$ cat src/rtl/pipe_stage_skid_register.sv
// Pipeline stage register with valid/ready handshake, 2-entry skid buffer and synchronous flush.
// Optional stall counter is compiled in when the PIPE_STALL_CNT_EN macro is defined.
module pipe_stage_skid_register #(
    parameter int WIDTH = 32,
    parameter int CNT_W = 16
) (
    input  logic             clk,
    input  logic             reset,
    input  logic             clear,
    input  logic             in_valid,
    output logic             in_ready,
    input  logic [WIDTH-1:0] in_data,
    output logic             out_valid,
    input  logic             out_ready,
    output logic [WIDTH-1:0] out_data
`ifdef PIPE_STALL_CNT_EN
    ,
    output logic [CNT_W-1:0] stall_cnt
`endif
);

    typedef enum logic [1:0] {
        EMPTY = 2'd0,
        ONE   = 2'd1,
        FULL  = 2'd2
    } state_t;

    state_t           state;
    logic             m_valid;
    logic             s_valid;
    logic             rdy_q;
    logic [WIDTH-1:0] m_data;
    logic [WIDTH-1:0] s_data;
    logic             in_fire;
    logic             out_fire;

    if (WIDTH < 1 || CNT_W < 1) begin : g_bad_param
        $error("pipe_stage_skid_register: WIDTH and CNT_W must be >= 1");
    end

    assign out_valid = m_valid;
    assign out_data  = m_data;
    assign in_ready  = rdy_q;
    assign in_fire   = in_valid & rdy_q;
    assign out_fire  = m_valid & out_ready;

    // m_valid/s_valid/rdy_q are kept alongside the state so every output is a flop
    always_ff @(posedge clk or negedge reset) begin
        if (!reset) begin
            state   <= EMPTY;
            m_valid <= 1'b0;
            s_valid <= 1'b0;
            rdy_q   <= 1'b1;
            m_data  <= '0;
            s_data  <= '0;
        end else if (clear) begin
            state   <= EMPTY;
            m_valid <= 1'b0;
            s_valid <= 1'b0;
            rdy_q   <= 1'b1;
            m_data  <= '0;
            s_data  <= '0;
        end else begin
            case (state)
                EMPTY: begin
                    if (in_fire) begin
                        state   <= ONE;
                        m_valid <= 1'b1;
                        m_data  <= in_data;
                    end
                end
                ONE: begin
                    if (in_fire && out_fire) begin
                        m_data <= in_data;
                    end else if (in_fire) begin
                        state   <= FULL;
                        s_valid <= 1'b1;
                        s_data  <= in_data;
                        rdy_q   <= 1'b0;
                    end else if (out_fire) begin
                        state   <= EMPTY;
                        m_valid <= 1'b0;
                    end
                end
                FULL: begin
                    if (out_fire) begin
                        state   <= ONE;
                        s_valid <= 1'b0;
                        m_data  <= s_data;
                        rdy_q   <= 1'b1;
                    end
                end
                default: begin
                    state   <= EMPTY;
                    m_valid <= 1'b0;
                    s_valid <= 1'b0;
                    rdy_q   <= 1'b1;
                end
            endcase
        end
    end

`ifdef PIPE_STALL_CNT_EN
    // Flush leaves the count alone; only reset clears it
    always_ff @(posedge clk or negedge reset) begin
        if (!reset) begin
            stall_cnt <= '0;
        end else if (m_valid && !out_ready && (stall_cnt != {CNT_W{1'b1}})) begin
            stall_cnt <= stall_cnt + 1'b1;
        end
    end
`endif

endmodule
$ cat config.mk
export PLATFORM = sky130hd
export DESIGN_NAME = pipe_stage_skid_register
export DESIGN_NICKNAME = d
export VERILOG_FILES = /design/src/rtl/pipe_stage_skid_register.sv
export SDC_FILE = /design/constraint.sdc
export NUM_CORES = 1
export LEC_CHECK = 0
export BUFFER_PORTS_ARGS = -buffer_cell sky130_fd_sc_hd__buf_2
export CAP_MARGIN = 20
export CELL_PAD_IN_SITES_DETAIL_PLACEMENT = 2
export CELL_PAD_IN_SITES_GLOBAL_PLACEMENT = 2
export CORE_UTILIZATION = 36
export DETAILED_ROUTE_END_ITERATION = 12
export PLACE_DENSITY_LB_ADDON = 0.12
export SYNTH_ARGS = -nofsm -noshare
export SYNTH_HDL_FRONTEND = slang
export SYNTH_SLANG_ARGS = --single-unit
$ cat constraint.sdc
create_clock -name clk -period 3.2 [get_ports clk]
set_input_delay 0 -clock clk [delete_from_list [all_inputs] [get_ports clk]]
set_output_delay 0 -clock clk [all_outputs]
set_load 0.02 [all_outputs]
Word level (Yosys, flattened, before mapping)
Index checks and enable logic that the tools add are counted.
{"block": "word_totals", "register_bits": 68, "input_bits": 37, "output_inout_bits": 34, "elab_cells": 56}
{"block": "op_classes", "eq_ne": 13, "muxes": 26, "bitwise": 2, "n_reduce_logical": 10}
{"op": "$mux W32", "count": 7}
{"op": "$pmux W32 S3", "count": 1}
{"op": "$ne A3 B3 Y1 const B", "count": 7}
{"op": "$mux W2", "count": 6}
{"op": "$reduce_and A4 Y1", "count": 3}
{"op": "$mux W1", "count": 9}
{"op": "$ne A2 B2 Y1 const B", "count": 3}
{"op": "$pmux W1 S3", "count": 2}
{"op": "$pmux W2 S3", "count": 1}
{"op": "$reduce_and A5 Y1", "count": 1}
{"op": "$ne A4 B4 Y1 const B", "count": 1}
{"op": "$reduce_bool A2 Y1", "count": 2}
{"op": "$reduce_bool A4 Y1", "count": 1}
{"op": "$reduce_and A3 Y1", "count": 1}
{"op": "$and A1 B1 Y1", "count": 2}
{"op": "$eq A2 B1 Y1 const B", "count": 1}
{"op": "$eq A2 B2 Y1 const B", "count": 1}
{"op": "$logic_not A2 Y1", "count": 1}
{"op": "$logic_and A1 B1 Y1", "count": 1}

Depth between registers and ports, before layout
Gate-level depths: netlist of run 1.
{"block": "depth", "word_depth": 6, "depth_mapped": 8, "mapped_depth_nobuf": 6}

Worst setup path before layout of run 1
No wires, ideal clock.
{"block": "synth_path", "path_type": "reg2reg", "from": "register state[0]", "to": "register m_data[10] (netlist: out_data[10])", "setup_ns": 0.147, "t_arrival_ns": 1.665, "required_ns": 3.053, "path_slack_ns": 1.389, "stages_incl_launch_ff": 9, "n_path_buf": 2, "synth_period_minus_slack_ns": 1.811, "path_cell_list": "dfrtp_1 > inv_1 > ha_1 > nor2_1 > a221oi_4 > and2_1 > buf_4 > buf_6 > a211oi_2"}
{"block": "synth_between", "elab_chain_cells": 3, "word_cells_on_any_way": 10, "cone_classes": "eq/ne (5); mux (2); reduce/logical (3)"}
{"item": "from (decl)", "line": "28", "text": "state_t state;"}
{"item": "from (signal assigned)", "line": "50", "text": "state <= EMPTY;"}
{"item": "from (signal assigned)", "line": "57", "text": "state <= EMPTY;"}
{"item": "from (signal assigned)", "line": "67", "text": "state <= ONE;"}
{"item": "$eq A2 B1 Y1, or another cell as far along", "line": "64", "text": "case (state)"}
{"item": "$ne A3 B3 Y1 (no source line), or another cell as far along"}
{"item": "$reduce_and A4 Y1 (no source line) / $mux W32 (equally long branches)"}
{"item": "to (signal assigned)", "line": "69", "text": "m_data <= in_data;"}
{"item": "to (signal assigned)", "line": "74", "text": "m_data <= in_data;"}
{"item": "to (signal assigned)", "line": "89", "text": "m_data <= s_data;"}
{"item": "to (decl)", "line": "32", "text": "logic [WIDTH-1:0] m_data;"}
Several ways; a longest one is shown, not always the timed one.
A chain may end at the register's enable or synchronous reset.

Worst setup path in the final report of run 1
{"block": "layout_path", "from": "register state[0]", "to": "register m_data[25] (netlist: out_data[25])"}
Same word-level chain as after synthesis.

==> impl_metrics.env, run 1 <==
export IMPL_status="complete, no violations"
export IMPL_vias=2824
export IMPL_htreeDepth=3
export IMPL_end_kind="flip-flop"
export IMPL_cts_sinks=68
export IMPL_cts_root_buf="clkbuf_8"
export IMPL_ir_drop_v=0.000307
export IMPL_antenna_found_initial=0
export IMPL_fillers=939
export IMPL_avgSynthCellArea_sq_um=10.2
export IMPL_grt_max_degree=69
export IMPL_dpl_hpwl_mm=5.88
export IMPL_initial_core_util_pct=37.5
export IMPL_path_buf_inv=1
export IMPL_dp_cells=478
export IMPL_relSlewSlack_pct=36.9
export IMPL_crit_type="reg2reg"
export IMPL_drtIter0Drc=118
export IMPL_final_common_cell="buf_2"
export IMPL_power_leakage_nw=1.82
export IMPL_synth_nets=364
export IMPL_finalCritPeriodShare_pct=71.2
export IMPL_tritoncts="yes"
export IMPL_setup_tns_ns=0
export IMPL_grt_usage_pct=22.0
export IMPL_areaGrowthSynthToFinish_pct=27.9
export IMPL_chipHeight_um=97.6
export IMPL_core_sq_um=8760
export IMPL_clk_insertion_delay_late_ns=0.34
export IMPL_multi_input_area_sq_um=1410
export IMPL_stdcell_area_sq_um=4200
export IMPL_drive_above_1_share_pct=26.0
export IMPL_worst_slew_pin_slew_ns=0.947
export IMPL_design_die_area_sq_um=9520
export IMPL_crit_path_start_kind="flip-flop"
export IMPL_grt_setup_unrepaired="false"
export IMPL_hold_violations=0
export IMPL_grt_first_pass_wirelength_mm=16.3
export IMPL_grt_pass1_vias=3194
export IMPL_place_area_sq_um=3680
export IMPL_hold_buffers=33
export IMPL_maxCapViolations=0
export IMPL_synthCells=323
export IMPL_overflow=0
export IMPL_clk_pin_slew_ns=0.08
export IMPL_worstPathMaxFanout=32
export IMPL_critPathArrivalTime_ns=2.46
export IMPL_io_pins=71
export IMPL_drc=0
export IMPL_worstPathRequired_ns=3.38
export IMPL_mostFrequentLayoutCells="buf_2 (69), dfrtp_1 (67), nand2_1 (66), a21oi_1 (65), dlygate4sd3_1 (33)"
export IMPL_min_period_ns=2.28
export IMPL_register_area_sq_um=1700
export IMPL_synth_top_area_share_pct=51.0
export IMPL_cts_resized=0
export IMPL_synth_area_leaders="dfrtp_1 (51%), a21oi_1 (9.9%), mux2i_1 (9.7%)"
export IMPL_cts_buffers=9
export IMPL_slew_violations=0
export IMPL_layout_cells_non_filler=527
export IMPL_critical_path_max_stage_delay_ns=0.71
export IMPL_drtAntennaViolNets=0
export IMPL_clock_fmax_mhz=439
export IMPL_routabilityCongestion=0.747
export IMPL_finClkSkew_ns=0.00722
export IMPL_rows=34
export IMPL_cts_buffer_depth=2
export IMPL_numPortBuffers=70
export IMPL_n_antenna_cell=0
export IMPL_syn_area_sq_um=3290
export IMPL_post_cts_buffers=0
export IMPL_powerDensity_nw_per_um2=834
export IMPL_yosys_cell_types_count=28
export IMPL_ys_ff_latch=68
export IMPL_yosysWarnings=0
export IMPL_hp_class="in2reg"
export IMPL_cp_top_family="simple AND/OR/NAND/NOR gates"
export IMPL_setup_viol=0
export IMPL_firstDrtPassIters=4
export IMPL_ys_seq_area_share_pct=51.8
export IMPL_wl_per_cell_um=18.4
export IMPL_viasPerCell=5.36
export IMPL_yosysTopAreaCell="dfrtp_1"
export IMPL_slowest_stage="and2_2"
export IMPL_wl_mm=9.70
export IMPL_die_x_um=97.6
export IMPL_cp_cell_sequence="inv_1, ha_1, nor2_1, a221oi_4, and2_2, a211oi_1"
export IMPL_fin_nets=455
-- area by class of cell --
| type | count | area share, % |
|---|---|---|
| clock buffers | 10 | 3.04 |
| clock inverters | 6 | 1.55 |
| inverters | 4 | 0.357 |
| multi-input cells | 221 | 33.5 |
| flip-flops and latches | 68 | 40.5 |
| well taps | 108 | 3.21 |
| repair buffers | 110 | 17.8 |
-- through the flow --
step | util (%) | hold WS (ns) | setup WS (ns) | power, mW
6_report | 48.0 | 0.104 | 0.922 | 3.51
5_1_grt | 48.0 | 0.101 | 0.746 | 3.74
4_1_cts | 48.0 | 0.0814 | 0.900 | 3.56
3_5_place_dp | 42.0 | 0.189 | 0.904 | 2.81
3_3_place_gp | 42.0 | 0.199 | 1.04 | 2.74
2_1_floorplan | - | -0.296 | 1.39 | 2.39
-- sequential cells by signal, summed over array words and instances, names as in the netlist --
signal     cells
in_ready       1
out_data      32
out_valid      1
s_data        32
state          2
-- path summary, 6_finish.rpt --
kind / startpoint / to / slack [ns] / depth (start not counted)
min in group asynchronous: reset / out_valid / 0.33 / 2
worst min register to register: s_data[23] / s_data[23] / 0.53 / 2
worst max register to register: state[0] / out_data[25] / 0.92 / 6
worst min-delay path: out_ready / out_valid / 0.10 / 4
max in group asynchronous: reset / out_data[24] / 2.28 / 2
worst max-delay path: state[0] / out_data[25] / 0.92 / 6
-- routing by layer --
| layer | global-route usage (%) | wire length [um] | vias to the layer above |
|---|---|---|---|
| li1 | - | - | 1327 |
| met1 | 28.6 | 4490 | 1441 |
| met2 | 37.0 | 4810 | 50 |
| met3 | 5.04 | 341 | 6 |
| met4 | 5.66 | 71 | 0 |
| met5 | 0 | 0 | - |
-- kinds of logic after synthesis --
group	after synthesis	synth area share (%)
AOI/OAI and AO/OA	107	21.6
adders and majority gates	4	1.52
buffers and inverters	34	5.75
DFF	68	51.8
muxes	32	9.75
and+or+nand+nor	78	9.55
-- synth_stat cells --
cell	instances
buf_2	9
buf_4	3
o21ai_0	1
clkbuf_1	12
a311oi_1	1
nor2_1	2
mux2i_1	32
dfrtp_1	67
a32o_1	1
nand2_1	66
o221ai_1	1
o32ai_1	1
and4_1	1
nand3_1	3
ha_1	4
a211oi_1	25
a221oi_4	1
inv_1	4
nor3_1	2
a211oi_2	10
a21oi_1	65
clkbuf_2	1
and2_1	1
o21ai_1	1
buf_6	5
nand4_1	1
nand2_2	2
dfstp_2	1
-- worst min-delay path, stage by stage --
cell      delay, ns
buf_2          0.12
nand3_1        0.12
a211oi_1       0.09
nor2_1         0.08
-- power by group --
part / leakage (nW) / total (mW) / switching (mW) / internal (mW)
registers: 0.911 / 1.20 / 0.134 / 1.07
logic: 0.814 / 1.60 / 1.03 / 0.564
clock network: 0.0962 / 0.710 / 0.350 / 0.360
(Power assumes the default switching activity.)
==> run 2: changes to the inputs <==
--- a/config.mk
+++ b/config.mk
@@ -9,7 +9,7 @@
 export CAP_MARGIN = 20
 export CELL_PAD_IN_SITES_DETAIL_PLACEMENT = 2
 export CELL_PAD_IN_SITES_GLOBAL_PLACEMENT = 2
-export CORE_UTILIZATION = 36
+export CORE_UTILIZATION = 34
 export DETAILED_ROUTE_END_ITERATION = 12
 export PLACE_DENSITY_LB_ADDON = 0.12
 export SYNTH_ARGS = -nofsm -noshare
==> constraint.sdc (replaced) <==
create_clock -name clk -period 2.4 [get_ports clk]
set_input_delay 0 -clock clk [delete_from_list [all_inputs] [get_ports clk]]
set_output_delay 0 -clock clk [all_outputs]
set_load 0.02 [all_outputs]
==> run 2 against run 1 <==
Compared with the run above: combinational power grew 41%; utilization decreased by 1.6 points; clock power is 54% higher; register-to-register slack worse by 0.61 ns; maximum frequency rose by 9.4%; cell count up 4.6%; critical endpoint is now out_data[21]; largest power group unchanged; non-clock buffer count increased by 3; critical path type unchanged; clock skew increased by 0.0028 ns; clock-buffer cell count unchanged.
==> impl_metrics.env, run 2 (synthesized netlist as in run 1, its figures left out) <==
export IMPL_design_die_area_sq_um=10100
export IMPL_wl_mm=10.1
export IMPL_hp_class="in2reg"
export IMPL_numPortBuffers=70
export IMPL_dp_cells=502
export IMPL_layout_cells_non_filler=551
export IMPL_antenna_found_initial=0
export IMPL_worstPathMaxFanout=25
export IMPL_clk_insertion_delay_late_ns=0.34
export IMPL_power_leakage_nw=1.86
export IMPL_final_common_cell="buf_2"
export IMPL_dpl_hpwl_mm=5.89
export IMPL_viasPerCell=5.19
export IMPL_n_antenna_cell=0
export IMPL_core_sq_um=9280
export IMPL_vias=2862
export IMPL_routabilityCongestion=0.691
export IMPL_maxCapViolations=0
export IMPL_initial_core_util_pct=35.4
export IMPL_critPathArrivalTime_ns=2.32
export IMPL_end_kind="flip-flop"
export IMPL_rows=35
export IMPL_clk_pin_slew_ns=0.08
export IMPL_slew_violations=0
export IMPL_fin_nets=458
export IMPL_setup_tns_ns=0
export IMPL_worst_slew_pin_slew_ns=0.903
export IMPL_post_cts_buffers=0
export IMPL_relSlewSlack_pct=39.8
export IMPL_worstPathRequired_ns=2.64
export IMPL_setup_viol=0
export IMPL_hold_violations=0
export IMPL_htreeDepth=3
export IMPL_grt_usage_pct=21.7
export IMPL_cp_top_family="compound AO/OA/AOI/OAI gates"
export IMPL_status="complete, no violations"
export IMPL_mostFrequentLayoutCells="buf_2 (69), dfrtp_1 (67), nand2_1 (66), a21oi_1 (65), dlygate4sd3_1 (33)"
export IMPL_drc=0
export IMPL_wl_per_cell_um=18.3
export IMPL_whs_ns=0.0766
export IMPL_cts_buffers=9
export IMPL_ir_drop_v=0.000629
export IMPL_io_pins=71
export IMPL_chipHeight_um=100
export IMPL_cp_cell_sequence="inv_1, ha_1, nor2_1, a221oi_4, buf_4, a21oi_1, a211oi_1"
export IMPL_overflow=0
export IMPL_path_buf_inv=2
export IMPL_drtIter0Drc=90
export IMPL_cts_sinks=68
export IMPL_drive_above_1_share_pct=26.8
export IMPL_cts_root_buf="clkbuf_8"
export IMPL_powerDensity_nw_per_um2=1140
export IMPL_tritoncts="yes"
export IMPL_critical_path_max_stage_delay_ns=0.43
export IMPL_cts_buffer_depth=2
export IMPL_grt_pass1_vias=3211
export IMPL_firstDrtPassIters=4
export IMPL_crit_path_start_kind="flip-flop"
export IMPL_grt_first_pass_wirelength_mm=16.7
export IMPL_drtAntennaViolNets=0
export IMPL_finalCritPeriodShare_pct=86.8
export IMPL_die_x_um=100
export IMPL_crit_type="reg2reg"
export IMPL_clock_fmax_mhz=480
export IMPL_min_period_ns=2.08
export IMPL_grt_max_degree=69
export IMPL_slowest_stage="dfrtp_1"
export IMPL_finClkSkew_ns=0.0100
export IMPL_cts_resized=0
export IMPL_areaGrowthSynthToFinish_pct=31.1
export IMPL_fillers=1023
export IMPL_grt_setup_unrepaired="false"
==> run 2: per-layer routing <==
metal	part of all wire (%)	routed length (um)	up-vias	GRT usage, %
met4	1.6	159	0	7.80
met3	2.7	277	14	3.20
met1	46	4640	1454	27.6
met2	50	5010	52	37.6
li1	-	-	1342	-
met5	0	0	-	0
==> run 2: repair_timing <==
item / CTS / global route
hold endpoints to repair: 108 / 0
hold buffers: 33 / 0
setup endpoints to repair: 0 / 0
==> run 2: area by class of cell <==
cell class / instances / area, sq um / share of cell area, %
repair buffers: 113 / 796 / 18.5
clock buffers: 10 / 138 / 3.19
clock inverters: 6 / 86.3 / 2.00
inverters: 4 / 15.0 / 0.348
multi-input cells: 221 / 1410 / 32.7
well taps: 129 / 161 / 3.75
flip-flops and latches: 68 / 1700 / 39.5
==> run 2: worst paths after layout <==
path / startpoint / to / slack [ns] / cells past startpoint
max: state[1] / out_data[21] / 0.32 / 7
max reg2reg: state[1] / out_data[21] / 0.32 / 7
min in group asynchronous: reset / s_data[12] / 0.32 / 2
min reg2reg: s_data[5] / s_data[5] / 0.53 / 2
min: out_ready / out_valid / 0.08 / 4
max in group asynchronous: reset / s_data[21] / 1.48 / 2
==> run 2: report_power, final <==
group          leakage, nW  switching, mW  internal (mW)
combinational        0.838           1.42          0.830
sequential           0.911          0.170           1.42
clock                0.113          0.476          0.614
==> run 2: metrics by stage <==
step,worst slack [ns],utilization (%),instance area [sq um],total power [mW]
CTS,0.285,46.4,4310,4.99
floorplan,0.589,-,3290,3.19
finish,0.317,46.4,4310,4.93
global placement,0.502,40.4,3750,3.76
global route,0.144,46.4,4310,5.24
detailed placement,0.349,40.4,3750,3.83
==> run 2: worst register-to-register path: cells and delay by family (launching register included) <==
| kind | cells | cell delay, ns |
|---|---|---|
| buffers and inverters | 2 | 0.45 |
| adder cells (fa/ha/maj) | 1 | 0.34 |
| AO/OA/AOI/OAI | 3 | 0.62 |
| flip-flops | 1 | 0.43 |
| AND/OR/NAND/NOR | 1 | 0.13 |
